### config.mk
export PLATFORM = sky130hd
export DESIGN_NAME = fighter_action_sequencer
export DESIGN_NICKNAME = d
export VERILOG_FILES = /design/src/rtl/fighter_action_sequencer.sv
export SDC_FILE = /design/constraint.sdc
export NUM_CORES = 1
export LEC_CHECK = 0
export ABC_AREA = 0
export CAP_MARGIN = 20
export CORE_MARGIN = 2
export CORE_UTILIZATION = 50
export DETAILED_ROUTE_END_ITERATION = 8
export PLACE_DENSITY = 0.75
export SLEW_MARGIN = 40
export SYNTH_ARGS = -nofsm -noshare
export SYNTH_HDL_FRONTEND = slang
export SYNTH_SLANG_ARGS = --single-unit
### constraint.sdc
create_clock -name clk -period 5.2 [get_ports clk]
set_clock_uncertainty 0.15 [all_clocks]
set_input_delay 0.52 -clock clk [delete_from_list [all_inputs] [get_ports clk]]
set_output_delay 0.52 -clock clk [all_outputs]
set_load 0.01 [all_outputs]
### src/rtl/fighter_action_sequencer.sv
// fighter_action_sequencer
//   Per-player action scheduler. It turns debounced button levels into timed
//   action phases: attack startup/active/recover, parry and hit-stun. Every
//   phase counter advances only on frame_tick. Movement is gated while the
//   fighter is busy. All outputs are registered and decoded from the
//   next-state, so they show a new phase in the cycle right after the edge
//   that enters it.
//
// Ports
//   clk            system clock
//   rst            synchronous, active-high reset
//   frame_tick     one-cycle pulse per video frame
//   left/right/up/down  debounced direction levels
//   attack, parry  debounced button levels (edge-detected here)
//   hit_stun       one-cycle pulse: this fighter was hit
//   move_left/move_right/jump/crouch  movement commands, at most one high
//   attack_active  hitbox live (ACTIVE)
//   parry_active   parry window open (PARRY)
//   busy           phase is not IDLE
//   phase          IDLE=0 STARTUP=1 ACTIVE=2 RECOVER=3 PARRY=4 STUN=5
module fighter_action_sequencer #(
  parameter int unsigned STARTUP_FRAMES = 4,
  parameter int unsigned ACTIVE_FRAMES  = 6,
  parameter int unsigned RECOVER_FRAMES = 10,
  parameter int unsigned PARRY_FRAMES   = 8,
  parameter int unsigned STUN_FRAMES    = 20
) (
  input  logic       clk,
  input  logic       rst,
  input  logic       frame_tick,
  input  logic       left,
  input  logic       right,
  input  logic       up,
  input  logic       down,
  input  logic       attack,
  input  logic       parry,
  input  logic       hit_stun,
  output logic       move_left,
  output logic       move_right,
  output logic       jump,
  output logic       crouch,
  output logic       attack_active,
  output logic       parry_active,
  output logic       busy,
  output logic [2:0] phase
);

  typedef enum logic [2:0] {
    S_IDLE    = 3'd0,
    S_STARTUP = 3'd1,
    S_ACTIVE  = 3'd2,
    S_RECOVER = 3'd3,
    S_PARRY   = 3'd4,
    S_STUN    = 3'd5
  } state_t;

  localparam logic [7:0] LP_STARTUP = 8'(STARTUP_FRAMES);
  localparam logic [7:0] LP_ACTIVE  = 8'(ACTIVE_FRAMES);
  localparam logic [7:0] LP_RECOVER = 8'(RECOVER_FRAMES);
  localparam logic [7:0] LP_PARRY   = 8'(PARRY_FRAMES);
  localparam logic [7:0] LP_STUN    = 8'(STUN_FRAMES);

  state_t     r_state;
  state_t     w_next;
  logic [7:0] r_cnt;
  logic [7:0] w_cnt_next;
  logic       r_buf;
  logic       w_buf_next;
  logic       r_attack_q;
  logic       r_parry_q;

  logic       w_atk_press;
  logic       w_par_press;
  logic       w_expire;
  logic [3:0] w_move;

  assign w_atk_press = attack & ~r_attack_q;
  assign w_par_press = parry & ~r_parry_q;
  // A phase ends on the K-th tick after entry: the tick that finds cnt==1.
  assign w_expire    = frame_tick & (r_cnt == 8'd1);

  // State, counter and attack buffer registers
  always_ff @(posedge clk) begin
    if (rst) begin
      r_state    <= S_IDLE;
      r_cnt      <= '0;
      r_buf      <= 1'b0;
      r_attack_q <= 1'b0;
      r_parry_q  <= 1'b0;
    end else begin
      r_state    <= w_next;
      r_cnt      <= w_cnt_next;
      r_buf      <= w_buf_next;
      r_attack_q <= attack;
      r_parry_q  <= parry;
    end
  end

  // Next-state, counter and buffer logic in the stated priority order
  always_comb begin
    w_next     = r_state;
    w_cnt_next = r_cnt;
    w_buf_next = r_buf;
    if (frame_tick && (r_cnt != '0)) begin
      w_cnt_next = r_cnt - 8'd1;
    end

    if (hit_stun) begin
      w_next     = S_STUN;
      w_cnt_next = LP_STUN;
      w_buf_next = 1'b0;
    end else begin
      unique case (r_state)
        S_IDLE: begin
          if (w_par_press) begin
            w_next     = S_PARRY;
            w_cnt_next = LP_PARRY;
          end else if (w_atk_press || r_buf) begin
            w_next     = S_STARTUP;
            w_cnt_next = LP_STARTUP;
            w_buf_next = 1'b0;
          end
        end
        S_STARTUP: begin
          if (w_expire) begin
            w_next     = S_ACTIVE;
            w_cnt_next = LP_ACTIVE;
          end
        end
        S_ACTIVE: begin
          if (w_expire) begin
            w_next     = S_RECOVER;
            w_cnt_next = LP_RECOVER;
          end
        end
        S_RECOVER: begin
          // A buffered (or same-cycle) attack skips the IDLE state entirely
          // so no IDLE cycle appears on the registered outputs.
          if (w_expire) begin
            if (r_buf || w_atk_press) begin
              w_next     = S_STARTUP;
              w_cnt_next = LP_STARTUP;
              w_buf_next = 1'b0;
            end else begin
              w_next = S_IDLE;
            end
          end else if (w_atk_press) begin
            w_buf_next = 1'b1;
          end
        end
        S_PARRY, S_STUN: begin
          if (w_expire) begin
            w_next = S_IDLE;
          end
        end
        default: begin
          w_next     = S_IDLE;
          w_cnt_next = '0;
          w_buf_next = 1'b0;
        end
      endcase
    end
  end

  // Movement: fixed priority left > right > up > down, only when idle next
  always_comb begin
    w_move = '0;
    if (w_next == S_IDLE) begin
      if (left) begin
        w_move = 4'b1000;
      end else if (right) begin
        w_move = 4'b0100;
      end else if (up) begin
        w_move = 4'b0010;
      end else if (down) begin
        w_move = 4'b0001;
      end
    end
  end

  // Registered outputs decoded from the next-state
  always_ff @(posedge clk) begin
    if (rst) begin
      move_left     <= 1'b0;
      move_right    <= 1'b0;
      jump          <= 1'b0;
      crouch        <= 1'b0;
      attack_active <= 1'b0;
      parry_active  <= 1'b0;
      busy          <= 1'b0;
      phase         <= '0;
    end else begin
      move_left     <= w_move[3];
      move_right    <= w_move[2];
      jump          <= w_move[1];
      crouch        <= w_move[0];
      attack_active <= (w_next == S_ACTIVE);
      parry_active  <= (w_next == S_PARRY);
      busy          <= (w_next != S_IDLE);
      phase         <= w_next;
    end
  end

endmodule

# Yosys cells after proc, flatten, opt, wreduce, memory -nomap -nowiden
# Cells that the tools add are included.
# W data, S select, Z words.
dict set report op_classes {
  n_addsub 1
  n_eq_ne 10
  mux 26
  n_bitwise 7
  n_reduce_logical 14
}
# operator count
set op_table {}
lappend op_table {{$mux W8} 6}
lappend op_table {{$pmux W8 S5} 1}
lappend op_table {{$mux W3} 8}
lappend op_table {{$pmux W3 S5} 1}
lappend op_table {{$eq A3 B2 Y1 const B} 3}
lappend op_table {{$eq A3 B3 Y1 const B} 3}
lappend op_table {{$eq A8 B1 Y1 const B} 1}
lappend op_table {{$reduce_bool A8 Y1} 1}
lappend op_table {{$reduce_or A4 Y1} 2}
lappend op_table {{$sub A8 B1 Y8 const B} 1}
lappend op_table {{$logic_not A3 Y1} 2}
lappend op_table {{$mux W1} 6}
lappend op_table {{$reduce_or A2 Y1} 3}
lappend op_table {{$mux W5} 1}
lappend op_table {{$reduce_or A5 Y1} 1}
lappend op_table {{$mux W4} 1}
lappend op_table {{$not A1 Y1} 4}
lappend op_table {{$and A1 B1 Y1} 3}
lappend op_table {{$eq A3 B1 Y1 const B} 1}
lappend op_table {{$ne A3 B3 Y1 const B} 1}
lappend op_table {{$pmux W1 S3} 1}
lappend op_table {{$reduce_and A3 Y1} 1}
lappend op_table {{$reduce_bool A3 Y1} 1}
lappend op_table {{$reduce_or A3 Y1} 1}
lappend op_table {{4 further kinds} 4}
dict set report totals {
  regBits 21
  input_bits 10
}

# Logic depth before layout (Yosys ltp)
dict set report logic_depth {
  ltp_word 10
  depth_mapped 7
  ltp_nobuf 7
}

# Worst setup path after synthesis
# OpenSTA, ideal clock, no wires.
dict set report synth_timing {
  path_type {reg-to-reg}
  startpoint {reg r_cnt[3]}
  endpoint {reg r_cnt[4]}
  t_arrival_ns 1.683
  path_slack_ns 3.229
  stages_incl_launch_ff 6
  n_path_buf 0
  period_less_slack_ns 1.971
  path_cell_list {dfxtp_1 or4_4 nor3_2 o21ai_1 a221oi_2 a221oi_1}
}
dict set report synth_between {
  elab_chain_len 7
  elab_cells_between_ends 13
}
# element line
set synth_rtl {}
lappend synth_rtl {{from (decl)} 65} ;# logic [7:0] r_cnt;
lappend synth_rtl {{from (signal assigned)} 92} ;# r_cnt <= w_cnt_next;
lappend synth_rtl {{parallel branches: the longest is 5 deep, another holds $sub A8 B1 Y8} n/a}
lappend synth_rtl {{$pmux W8 S5 (*)} 113} ;# unique case (r_state)
lappend synth_rtl {{$mux W5 (*)} 108} ;# if (hit_stun) begin
# Every way passes the cells marked *.
# A chain may end at the register's enable or synchronous reset.

# Final worst setup path
dict set report layout_timing {
  startpoint {reg phase[1]}
  endpoint {out phase[1]}
}
# element line
set layout_rtl {}
lappend layout_rtl {{from (decl)} 45} ;# output logic [2:0] phase
lappend layout_rtl {{from (signal assigned)} 200} ;# phase <= w_next;
# No word-level cell between the ends.

==> metrics.txt <==
status complete, no violations; final wirelength 2730 um; commonest non-fill, non-tap cells in the layout dfxtp_1 (21), clkdlybuf4s50_1 (19), nor2_1 (15); DR iter-0 viols 58; Sw Share 30.6%; count of different cell masters after synthesis 55; clock root buffer clkbuf_4; Yosys reg bits 21; LEAKAGE 0.541 nW; Worst Tran Pin Value 624 ps; Detail Placement HPWL 2060 um; Initial Util 51.3%; most common cell after layout, fill and taps aside dfxtp_1; CP bufs+invs 1; pin count of the biggest net entering global routing 21; power density over the cells 231 nW/um2; Worst Path Arrival 1700 ps; hold crit path type reg -> reg; gr ovfl total 0; buffer levels on the longest clock path 2; number of enable flip-flop cells after synthesis 0; reg-to-reg setup timing slack 2980 ps; layout cells sized above 1 13.3%; combinational fraction of design power 23.6%; TritonCTS Buffers 3; length in cells of the worst reg-to-reg path 5; Area Growth Syn to Fin 18.7%; post-CTS sizing 0; antenna violations before repair 0; hold depth 2; Avg WL per Cell 14.5 um; Worst Path Max Fanout 20; Antenna Violating Nets Remaining 0; RSZ-0062 raised after global routing false; setup TNS 0 ps; pre-CTS worst setup slack 2600 ps; n_diodes 0; Ys Warns 0; Required @ worst endpoint 4530 ps; core box area 2410 um2; number of buffer cells added on primary ports 19; Slew HR 58.4%; num rows 18; synthesized net count 153; crit path launch type flop; Hold Path End r_cnt[6]; fmax 0.422 GHz; DIE WIDTH 53.7 um; Post-route DRC 0; Final setup violation count 0; Critical Setup Path Class reg -> out; CP delay by family, top flip-flops; Total Routing Usage GR 20.8%; fin crit share 45.6%; Synth Cell Area 1240 um2; Hold Fails Final Rpt 0; synthesized instance count 141; min-delay src r_cnt[6]; first-pass GRT wire length 4400 um; Crit Reg-Reg Endpoint r_cnt[4]; total number of vias 1,148; vias in the first global route 1,025; num ports 20; Sink Count 21; Slew Viols, Final 0; H-Tree Depth 1; CTS tree yes; nets 171; async set or reset register ratio after synthesis 0%; worst vdd ir 0.141 mV; Worst path slowest cell dfxtp_1; worst-path cell chain clkdlybuf4s50_1; postcts setup bufs 0; Most used DFF post-synth dfxtp_1; vias per inst 6.11; sw power 0.104 mW; first-pass iteration count of the detailed router 4; CP endpoint kind primary output; Avg Cell Area, Syn 8.77 um2; Die H 53.7 um; clock slew at reported path FFs 120 ps; Max-Cap Viols 0; Clk pwr share 24.0%; crit path time final 2370 ps; GPL Wtd Cong 0.884; beginning of the critical path phase[1]; worst skew pair latency 320 ps; placed insts 184; Hold Buf Count CTS 0; Internal 0.236 mW; Reg power frac 52.4%; Seq/Total Area, Yosys 34.0%; min setup slack post-route 2830 ps; CP max stage delay 740 ps; R2R Path Start r_cnt[3]; Final Non-Filler Cells 188; Die ar. 2890 um2
## metrics by stage
step | hold slack [ps] | cell area, um2 | total power, mW | util [%]
6_report | 384 | 1470 | 0.340 | 60.9
5_1_grt | 411 | 1470 | 0.357 | 60.9
4_1_cts | 379 | 1470 | 0.341 | 60.9
3_5_place_dp | 364 | 1440 | 0.260 | 59.8
3_3_place_gp | 356 | 1440 | 0.259 | 59.8
2_1_floorplan | 339 | 1240 | 0.235 | -
## state kept, by name, indices dropped and copies added, names as in the netlist
name / cells
r_attack_q: 1
r_cnt: 8
attack_active: 1
r_buf: 1
jump: 1
move_left: 1
busy: 1
parry_active: 1
move_right: 1
r_parry_q: 1
phase: 3
crouch: 1
## final cells by class
| type | instances | area, um2 |
|---|---|---|
| Fill cell | 213 | 942 |
| Multi-Input combinational cell | 108 | 769 |
| Sequential cell | 21 | 420 |
| Timing Repair Buffer | 19 | 190 |
| Tap cell | 30 | 37.5 |
| Clock buffer | 3 | 22.5 |
| Inverter | 6 | 22.5 |
| Clock inverter | 1 | 5.00 |
## power groups by stage
stage | combinational, mW | sequential [mW] | clock (mW)
after floorplan | 0.0567 | 0.178 | 0
after global placement | 0.0783 | 0.181 | 0
after detailed placement | 0.0792 | 0.181 | 0
after CTS | 0.0799 | 0.178 | 0.0835
after global routing | 0.0883 | 0.179 | 0.0896
final | 0.0802 | 0.178 | 0.0817
## logic make-up (layout without fill, tap and decap cells)
| logic type | Yosys count | count (layout) | synth area share, % |
|---|---|---|---|
| adder cells (fa/ha/maj) | 2 | 2 | 2.02 |
| buffers and inverters | 12 | 29 | 3.74 |
| AND/OR/NAND/NOR | 67 | 67 | 32.8 |
| XOR/XNOR | 4 | 4 | 2.83 |
| AO/OA/AOI/OAI | 32 | 32 | 21.7 |
| multiplexers | 3 | 3 | 2.93 |
| flip-flops | 21 | 21 | 34.0 |
## how the worst max path moves through the flow
| stage | to | slack, ps | cells past startpoint |
|---|---|---|---|
| 4_1_cts | phase[1] | 2840 | 1 |
| 3_3_place_gp | move_right | 2670 | 6 |
| 5_1_grt | phase[1] | 2760 | 1 |
| 2_1_floorplan | r_cnt[4] | 3230 | 5 |
| 3_5_place_dp | jump | 2600 | 6 |
| 6_report | phase[1] | 2830 | 1 |
## routing by layer
metal	vias up	wire length, um	GRT usage [%]
met5	-	0	0
met4	0	80	12.4
met3	9	245	2.22
met2	65	1280	32.3
met1	521	1130	27.7
li1	553	-	-
## cell usage after synthesis (2+ instances only)
master    instances  area [um2]
a21oi_1           7        35.0
a221oi_1          2        17.5
a31oi_1           3        18.8
and3_1            2        12.5
clkbuf_1          4        15.0
dfxtp_1          21         420
ha_1              2        25.0
inv_1             6        22.5
nand2_1          11        41.3
nand2b_1          2        12.5
nand3_1           3        15.0
nor2_1           15        56.3
nor2b_1           7        43.8
nor3_1            3        15.0
nor3_2            2        20.0
nor4_1            3        18.8
o21ai_0           4        20.0
o21ai_1           2        10.0
o31ai_1           2        15.0
or2_2             3        18.8
xnor2_1           2        17.5
xor2_1            2        17.5
Power figures use the tool's default switching activity.
